**src/rtl/lsu_mem_fsm.sv**
```systemverilog
// rtl/lsu_mem_fsm.sv - load/store unit data-memory sequencer (optional LSU_TIMEOUT_EN request timeout)
module lsu_mem_fsm #(
  parameter int TIMEOUT_CYCLES = 255
) (
  input  logic        i_clk,
  input  logic        i_reset,
  input  logic        i_lsu_valid,
  input  logic [3:0]  i_lsu_op,
  input  logic        i_mem_wren,
  input  logic [31:0] i_addr,
  input  logic [31:0] i_st_data,
  output logic        o_stall,
  output logic        o_done,
  output logic [31:0] o_ld_data,
  output logic        o_misaligned,
  output logic        o_bus_err,
  output logic        o_mem_req,
  output logic        o_mem_we,
  output logic [31:0] o_mem_addr,
  output logic [31:0] o_mem_wdata,
  output logic [3:0]  o_mem_bmask,
  input  logic        i_mem_ack,
  input  logic [31:0] i_mem_rdata
);

  typedef enum logic [1:0] {
    S_IDLE = 2'd0,
    S_REQ  = 2'd1,
    S_DONE = 2'd2
  } state_t;

  localparam logic [3:0] OP_LB  = 4'b0000;
  localparam logic [3:0] OP_LBU = 4'b0001;
  localparam logic [3:0] OP_LH  = 4'b0010;
  localparam logic [3:0] OP_LHU = 4'b0011;
  localparam logic [3:0] OP_LW  = 4'b0100;
  localparam logic [3:0] OP_SB  = 4'b1000;
  localparam logic [3:0] OP_SH  = 4'b1001;
  localparam logic [3:0] OP_SW  = 4'b1010;

  state_t state_q, state_d;

  logic        is_byte, is_half, is_word;
  logic        op_legal, op_misaligned;
  logic [3:0]  bmask_c;
  logic [31:0] wdata_c;
  logic        accept, reject, ack_take;
  logic        timeout_hit;

  logic [31:0] addr_q;
  logic [1:0]  lo_q;
  logic [3:0]  op_q;
  logic        we_q;
  logic [31:0] wdata_q;
  logic [3:0]  bmask_q;
  logic [31:0] ld_data_q;
  logic        mis_q;

  logic [7:0]  ld_byte;
  logic [15:0] ld_half;
  logic [31:0] ld_ext;

  // Decode the presented op: access size, legality, alignment, lane mask and replicated store data
  always_comb begin
    is_byte = 1'b0;
    is_half = 1'b0;
    is_word = 1'b0;
    case (i_lsu_op)
      OP_LB, OP_LBU, OP_SB: is_byte = 1'b1;
      OP_LH, OP_LHU, OP_SH: is_half = 1'b1;
      OP_LW, OP_SW:         is_word = 1'b1;
      default: ;
    endcase
    op_legal      = (is_byte || is_half || is_word) && (i_mem_wren == i_lsu_op[3]);
    op_misaligned = (is_half && i_addr[0]) || (is_word && (i_addr[1:0] != 2'b00));
    bmask_c = 4'b1111;
    wdata_c = i_st_data;
    if (is_byte) begin
      bmask_c = 4'b0001 << i_addr[1:0];
      wdata_c = {4{i_st_data[7:0]}};
    end else if (is_half) begin
      bmask_c = 4'b0011 << {i_addr[1], 1'b0};
      wdata_c = {2{i_st_data[15:0]}};
    end
  end

  // Pick the addressed lane out of the read word and extend it according to the captured op
  always_comb begin
    ld_byte = i_mem_rdata[{lo_q, 3'b000} +: 8];
    ld_half = i_mem_rdata[{lo_q[1], 4'b0000} +: 16];
    case (op_q)
      OP_LB:   ld_ext = {{24{ld_byte[7]}}, ld_byte};
      OP_LBU:  ld_ext = {24'd0, ld_byte};
      OP_LH:   ld_ext = {{16{ld_half[15]}}, ld_half};
      OP_LHU:  ld_ext = {16'd0, ld_half};
      OP_LW:   ld_ext = i_mem_rdata;
      default: ld_ext = 32'd0;
    endcase
  end

  // State register
  always_ff @(posedge i_clk) begin
    if (i_reset) begin
      state_q <= S_IDLE;
    end else begin
      state_q <= state_d;
    end
  end

  // Next state and per-state control outputs; ack outside REQ falls through untouched
  always_comb begin
    state_d   = state_q;
    accept    = 1'b0;
    reject    = 1'b0;
    ack_take  = 1'b0;
    o_stall   = 1'b0;
    o_done    = 1'b0;
    o_mem_req = 1'b0;
    case (state_q)
      S_IDLE: begin
        o_stall = i_lsu_valid;
        if (i_lsu_valid) begin
          if (op_legal && !op_misaligned) begin
            accept  = 1'b1;
            state_d = S_REQ;
          end else begin
            reject  = 1'b1;
            state_d = S_DONE;
          end
        end
      end
      S_REQ: begin
        o_stall   = 1'b1;
        o_mem_req = 1'b1;
        if (i_mem_ack) begin
          ack_take = 1'b1;
          state_d  = S_DONE;
        end else if (timeout_hit) begin
          state_d = S_DONE;
        end
      end
      S_DONE: begin
        o_done  = 1'b1;
        state_d = S_IDLE;
      end
      default: state_d = S_IDLE;
    endcase
  end

  // Request fields latched on accept, result latched on ack; reset discards everything in flight
  always_ff @(posedge i_clk) begin
    if (i_reset) begin
      addr_q    <= 32'd0;
      lo_q      <= 2'd0;
      op_q      <= 4'd0;
      we_q      <= 1'b0;
      wdata_q   <= 32'd0;
      bmask_q   <= 4'd0;
      ld_data_q <= 32'd0;
      mis_q     <= 1'b0;
    end else begin
      if (accept) begin
        addr_q    <= {i_addr[31:2], 2'b00};
        lo_q      <= i_addr[1:0];
        op_q      <= i_lsu_op;
        we_q      <= i_mem_wren;
        wdata_q   <= wdata_c;
        bmask_q   <= bmask_c;
        ld_data_q <= 32'd0;
        mis_q     <= 1'b0;
      end
      if (reject) begin
        ld_data_q <= 32'd0;
        mis_q     <= op_legal && op_misaligned;
      end
      if (ack_take) begin
        ld_data_q <= ld_ext;
      end
    end
  end

`ifdef LSU_TIMEOUT_EN
  localparam int CW = (TIMEOUT_CYCLES > 1) ? $clog2(TIMEOUT_CYCLES) : 1;
  localparam logic [CW-1:0] TLIM = CW'(TIMEOUT_CYCLES - 1);

  logic [CW-1:0] tcnt_q;
  logic          err_q;

  assign timeout_hit = (state_q == S_REQ) && (tcnt_q == TLIM);

  // Count unanswered REQ cycles; an ack on the limit cycle still completes normally
  always_ff @(posedge i_clk) begin
    if (i_reset) begin
      tcnt_q <= '0;
      err_q  <= 1'b0;
    end else begin
      if ((state_q == S_REQ) && (state_d == S_REQ)) begin
        tcnt_q <= tcnt_q + 1'b1;
      end else begin
        tcnt_q <= '0;
      end
      if (accept || reject) begin
        err_q <= 1'b0;
      end else if (timeout_hit && !i_mem_ack) begin
        err_q <= 1'b1;
      end
    end
  end

  assign o_bus_err = o_done && err_q;
`else
  logic unused_timeout;
  assign unused_timeout = |TIMEOUT_CYCLES;
  assign timeout_hit    = 1'b0;
  assign o_bus_err      = 1'b0;
`endif

  assign o_mem_we     = o_mem_req && we_q;
  assign o_mem_addr   = o_mem_req ? addr_q  : 32'd0;
  assign o_mem_wdata  = o_mem_req ? wdata_q : 32'd0;
  assign o_mem_bmask  = o_mem_req ? bmask_q : 4'd0;
  assign o_ld_data    = o_done ? ld_data_q : 32'd0;
  assign o_misaligned = o_done && mis_q;

endmodule

```
**config.mk**
```make
export PLATFORM = sky130hd
export DESIGN_NAME = lsu_mem_fsm
export DESIGN_NICKNAME = d
export VERILOG_FILES = /design/src/rtl/lsu_mem_fsm.sv
export SDC_FILE = /design/constraint.sdc
export NUM_CORES = 1
export LEC_CHECK = 0
export CORE_MARGIN = 5
export CORE_UTILIZATION = 30
export DETAILED_ROUTE_END_ITERATION = 6
export DONT_BUFFER_PORTS = 1
export GPL_ROUTABILITY_DRIVEN = 0
export PLACE_DENSITY = 0.43
export SLEW_MARGIN = 25
export SYNTH_ARGS = -nofsm -noshare
export SYNTH_HDL_FRONTEND = slang
export SYNTH_SLANG_ARGS = --single-unit
export TNS_END_PERCENT = 50
```
**constraint.sdc**
```tcl
create_clock -name i_clk -period 5.65 [get_ports i_clk]
set_input_delay 1.4125 -clock i_clk [delete_from_list [all_inputs] [get_ports i_clk]]
set_output_delay 1.4125 -clock i_clk [all_outputs]
set_load 0.02 [all_outputs]
```
==> results of run 1 <==
layer usage:
metal | share of wire (%) | up-vias | wire length (um) | global-route usage [%]
met4 | 2.0 | 0 | 386 | 4.758
met1 | 40 | 2445 | 7645 | 19.35
met3 | 10 | 23 | 1968 | 8.093
met5 | 0 | - | 0 | 0
met2 | 47 | 203 | 9040 | 27.29
li1 | - | 2427 | - | -
synth_stat cells (2+ instances only):
| library cell | instances | area, um^2 |
|---|---|---|
| dfxtp_1 | 108 | 2162 |
| and2_1 | 101 | 631.9 |
| a21oi_1 | 96 | 480.5 |
| clkbuf_1 | 56 | 210.2 |
| o21ai_0 | 52 | 260.3 |
| nand3_1 | 44 | 220.2 |
| nor2_1 | 32 | 120.1 |
| nor3_1 | 25 | 125.1 |
| a211oi_1 | 17 | 127.6 |
| mux2i_1 | 17 | 170.2 |
| a221oi_1 | 16 | 140.1 |
| buf_2 | 14 | 70.07 |
| nand2_1 | 12 | 45.04 |
| a21o_1 | 11 | 82.58 |
| a22oi_1 | 9 | 67.56 |
| o21ai_1 | 9 | 45.04 |
| or4_1 | 8 | 60.06 |
| a221o_1 | 7 | 70.07 |
| mux2_2 | 7 | 78.83 |
| nor2b_1 | 7 | 43.79 |
| nor3b_1 | 7 | 52.55 |
| o211ai_1 | 6 | 45.04 |
| nand2b_1 | 5 | 31.28 |
| buf_4 | 4 | 30.03 |
| a211o_1 | 3 | 26.28 |
| nand4b_1 | 3 | 26.28 |
| a31o_2 | 2 | 17.52 |
| buf_1 | 2 | 7.510 |
| inv_1 | 2 | 7.510 |
| nand4_1 | 2 | 12.51 |
| nor4b_1 | 2 | 17.52 |
registers in the layout, summed over array words and instances (netlist names):
signal     cells
mis_q          1
we_q           1
op_q           4
lo_q           2
addr_q        30
ld_data_q     32
state_q        2
wdata_q       32
bmask_q        4
cell type report:
class / count / area [um^2]
Clock inverter: 6 / 72.57
Inverter: 2 / 7.507
Sequential cell: 108 / 2162
Fill cell: 1978 / 12610
Multi-Input combinational cell: 522 / 3256
Tap cell: 234 / 292.8
Clock buffer: 10 / 229.0
Timing Repair Buffer: 10 / 75.07
how the worst max path moves through the flow:
| stage | end | slack [ns] |
|---|---|---|
| floorplan | o_stall | 2.52 |
| global placement | lo_q[1] | 1.95 |
| detailed placement | addr_q[15] | 1.86 |
| CTS | o_mem_we | 1.85 |
| global route | o_mem_wdata[3] | 1.68 |
| finish | o_mem_we | 1.90 |
worst max-delay path, stage by stage, from the launching register on:
cell	delay [ns]
dfxtp_1	0.40
nor2b_4	0.81
buf_4	0.40
and2_1	0.33
power by group:
group / switching (mW) / internal (mW) / leakage [nW] / total (mW)
combinational: 0.118 / 0.0627 / 1.08 / 0.181
clock: 0.307 / 0.349 / 0.144 / 0.657
sequential: 0.0157 / 0.784 / 0.874 / 0.800
total: 0.441 / 1.20 / 2.10 / 1.64
per-stage QoR:
stage	worst slack (ns)	hold WS [ns]
2_1_floorplan	2.518	0.4177
3_3_place_gp	1.946	0.4278
3_5_place_dp	1.865	0.4401
4_1_cts	1.845	0.4573
5_1_grt	1.680	0.4683
6_report	1.895	0.4527
cells by family after synthesis:
logic type             share of synthesized area [%]
flip-flops                                     37.84
buffers and inverters                          5.694
AND/OR/NAND/NOR                                26.06
multiplexers                                   4.753
AO/OA/AOI/OAI                                  25.58
other                                        0.06564
==> impl_metrics.ini, run 1 <==
[clock_network]
hold_buffers = 0
cts_setup_buffers = 0
path_clk_slew_ns = 0.07
root_buffer = clkbuf_16
cts_tree = yes
htree_num_levels = 3
cts_sinks = 108
cts_resized = 0
cts_buffers = 9
clkLatencyLatePin_ns = 0.36
cts.path.max_buffers = 2

[global_routing]
grt_pass1_vias = 5032
antenna_found_initial = 0
grt_overflow = 0
grt_pass1_wl_um = 28880
grt.total_usage_pct = 16.65
grt_max_degree = 94

[finish]
final_common_cell = dfxtp_1
post-route-cell-area_um2 = 6095
mostFrequentLayoutCells = dfxtp_1 (108), and2_1 (101), a21oi_1 (96), o21ai_0 (52), nand3_1 (44)
antenna_cells = 0
final_nets = 758
area_growth_pct = 6.680
utilization_pct = 32.58
final_cells = 892
final_layout_size_suffix_gt1_share_pct = 7.295

[critical_path]
worstSetupPathType = flop to output port
worstPathRequired_ns = 4.24
cp.arrival_ns = 2.34
cp-start-kind = flop
reg2reg_slack_ns = 2.98
reg2reg_from = state_q[0]
critPathMaxFanout = 44
r2r_end = ld_data_q[1]
reg2reg_depth = 4
crit_start = state_q[0]
cp-end-kind = output port

[placement]
dp_cells = 874
dpl_cell_area_um2 = 5777
io_buffers = 0
dp_hpwl_um = 13330

[synthesis]
synth_area_um2 = 5713
synthFlopType = dfxtp_1
seq_area_frac_synth_pct = 37.84
synth_cell_types = 51
yosysWarnings = 0
synth-edff-count = 0
async_flop_share_pct = 0
postSynthAreaPerCell_um2 = 8.092
ys_ff_latch = 108
synth_cells = 706

[pwr]
total_power_mw = 1.637
p_leak_nw = 2.102
ir_drop_uv = 146.8
cellPowerDensity_nw_per_um2 = 268.7

[timing]
period_share_pct = 66.46
fmax_mhz = 266.3
post-route-min-period_ns = 3.755
rsz0062_at_grt = no
finClkSkew_ns = 0.004544
drv_slew = 0
tns_ns = 0
tightest_slew_ns = 1.019
timing.slew.headroom_pct = 32.09
report.final.hold_viol_count = 0
setup_viol = 0

[routing]
wl_um = 19040
drtIter0Drc = 283
avgRoutedWirePerCell_um = 21.35
firstDrtPassIters = 5
postRouteAntennaNets = 0
vias_per_cell = 5.715
via_count = 5098
drc = 0

[min_path]
holdCritPathClass = flop to flop
hp-start = ld_data_q[13]
hold_depth = 1
worst_hold_path.endpoint = ld_data_q[13]

[floorplanning]
die_y_um = 148.0
die_w_um = 148.0
pin_count = 211
rows = 50
core_area_um2 = 18710
initial_utilization_pct = 30.54
dieArea_um2 = 21900

[flow_run]
cap_violations = 0

[status]
status = finished clean
Power figures use the tool's default switching activity.
==> run 2: changes to the inputs <==
Settings changed: PLACE_DENSITY 0.43 to 0.44.
Clock period 5.65 ns to 3.35 ns, I/O delays scaled along.
==> run 2 against run 1 <==
Net effect:
- power increased by 67%
- critical path depth unchanged
- via count about the same
- final area increased by 0.53%
- global-route usage decreased by 0.44 points
- register-to-register slack got worse by 1.9 ns
- critical path type unchanged
- critical endpoint is now o_ld_data[7]
==> impl_metrics.ini, run 2 (synthesis gave the netlist of run 1 again) <==
[status]
status = finished clean

[timing]
post-route-min-period_ns = 2.581
finClkSkew_ns = 0.007563
setup_viol = 0
rsz0062_at_grt = no
period_share_pct = 77.05
fmax_mhz = 387.4
drv_slew = 0
tns_ns = 0
timing.slew.headroom_pct = 38.13
tightest_slew_ns = 0.9280
report.final.hold_viol_count = 0

[routing]
firstDrtPassIters = 4
avgRoutedWirePerCell_um = 20.89
drtIter0Drc = 334
drc = 0
via_count = 5093
postRouteAntennaNets = 0
vias_per_cell = 5.697
wl_um = 18670

[floorplanning]
rows = 50
die_y_um = 148.0
dieArea_um2 = 21900
initial_utilization_pct = 30.54
pin_count = 211
core_area_um2 = 18710
die_w_um = 148.0

[global_routing]
grt_max_degree = 94
grt_pass1_vias = 4952
grt.total_usage_pct = 16.21
antenna_found_initial = 0
grt_pass1_wl_um = 28220
grt_overflow = 0

[pwr]
p_leak_nw = 2.118
cellPowerDensity_nw_per_um2 = 446.2
ir_drop_uv = 227.6
p_switching_mw = 0.7209
pwr-share-seq_pct = 49.3
p_clk_share_pct = 39.4
intPower_mw = 2.013
swShare_pct = 26.36
p_comb_share_pct = 11.3

[critical_path]
cp-start-kind = flop
cp.arrival_ns = 1.74
reg2reg_depth = 5
critical_path.top_delay_family = simple AND/OR/NAND/NOR gates
worstPathCellList = nor2b_2, buf_4, and2_1
max_stage_delay_ns = 0.53
path_buf_inv = 1
critPathSlowestCell = dfxtp_1
reg2reg_slack_ns = 1.11
r2r_end = ld_data_q[4]
critPathMaxFanout = 34
worstPathRequired_ns = 2.51
reg2reg_from = op_q[1]
cp-end-kind = output port
worstSetupPathType = flop to output port

[placement]
dp_cells = 878
dp_hpwl_um = 13160
io_buffers = 0

[clock_network]
cts.path.max_buffers = 2
cts_tree = yes
cts_resized = 0
cts_sinks = 108
path_clk_slew_ns = 0.07
cts_buffers = 9
cts_setup_buffers = 0
root_buffer = clkbuf_16
hold_buffers = 0
htree_num_levels = 3
clkLatencyLatePin_ns = 0.35

[finish]
final_cells = 894
area_growth_pct = 7.249
top_regs = ld_data_q (32), wdata_q (32), addr_q (30)
utilization_pct = 32.76
nFillCells = 1967
final_nets = 760
mostFrequentLayoutCells = dfxtp_1 (108), and2_1 (101), a21oi_1 (96), o21ai_0 (52), nand3_1 (44)
antenna_cells = 0
final_layout_size_suffix_gt1_share_pct = 7.576
final_common_cell = dfxtp_1

[min_path]
worst_hold_path.endpoint = ld_data_q[9]
holdCritPathClass = flop to flop
hp-start = ld_data_q[9]
hold_depth = 1

[flow_run]
cap_violations = 0
==> run 2: cell count changes in the layout (fill, tap and decap cells not counted), sizes merged <==
cell / delta
clkinv: +2
buf: +2
inv: -2
==> run 2: layout make-up <==
type	count	area (um^2)	area share, %
Clock inverter	6	65.06	1.062
Clock buffer	10	229.0	3.737
Sequential cell	108	2162	35.29
Multi-Input combinational cell	522	3256	53.13
Tap cell	234	292.8	4.778
Timing Repair Buffer	12	115.1	1.879
Inverter	2	7.507	0.1225
==> run 2: worst max-delay path by stage <==
stage	startpoint	end	slack (ns)	cells after the start
after floorplan	i_lsu_op[0]	op_q[3]	0.83	8
after global placement	i_lsu_op[0]	wdata_q[24]	0.70	6
after detailed placement	i_lsu_op[0]	addr_q[9]	0.66	6
after CTS	state_q[1]	o_ld_data[7]	0.72	3
after global routing	state_q[1]	o_ld_data[7]	0.65	3
final	state_q[1]	o_ld_data[7]	0.77	3
==> run 2: power groups by stage <==
| stage | Combinational [mW] | Clock (mW) | Sequential (mW) |
|---|---|---|---|
| finish | 0.309 | 1.08 | 1.35 |
| global route | 0.342 | 1.17 | 1.35 |
| CTS | 0.312 | 1.12 | 1.35 |
| detailed placement | 0.311 | 0 | 1.38 |
| global placement | 0.304 | 0 | 1.38 |
| floorplan | 0.273 | 0 | 1.37 |
==> run 2: routing by layer <==
layer  GRT usage [%]  vias up  wire length [um]
met1           19.89     2459              7570
li1                -     2425                 -
met4           4.988        0               371
met5               0        -                 0
met2           26.15      188              8867
met3           6.530       21              1865
==> run 2: through the flow <==
step                power [mW]  instance area [um^2]  worst slack [ns]  hold WS, ns
finish                   2.734                  6127            0.7689       0.4432
global route             2.865                  6127            0.6471       0.4604
CTS                      2.781                  6127            0.7210       0.4489
detailed placement       1.689                  5833            0.6601       0.4326
global placement         1.681                  5833            0.6986       0.4281
floorplan                1.641                  5720            0.8341       0.4177
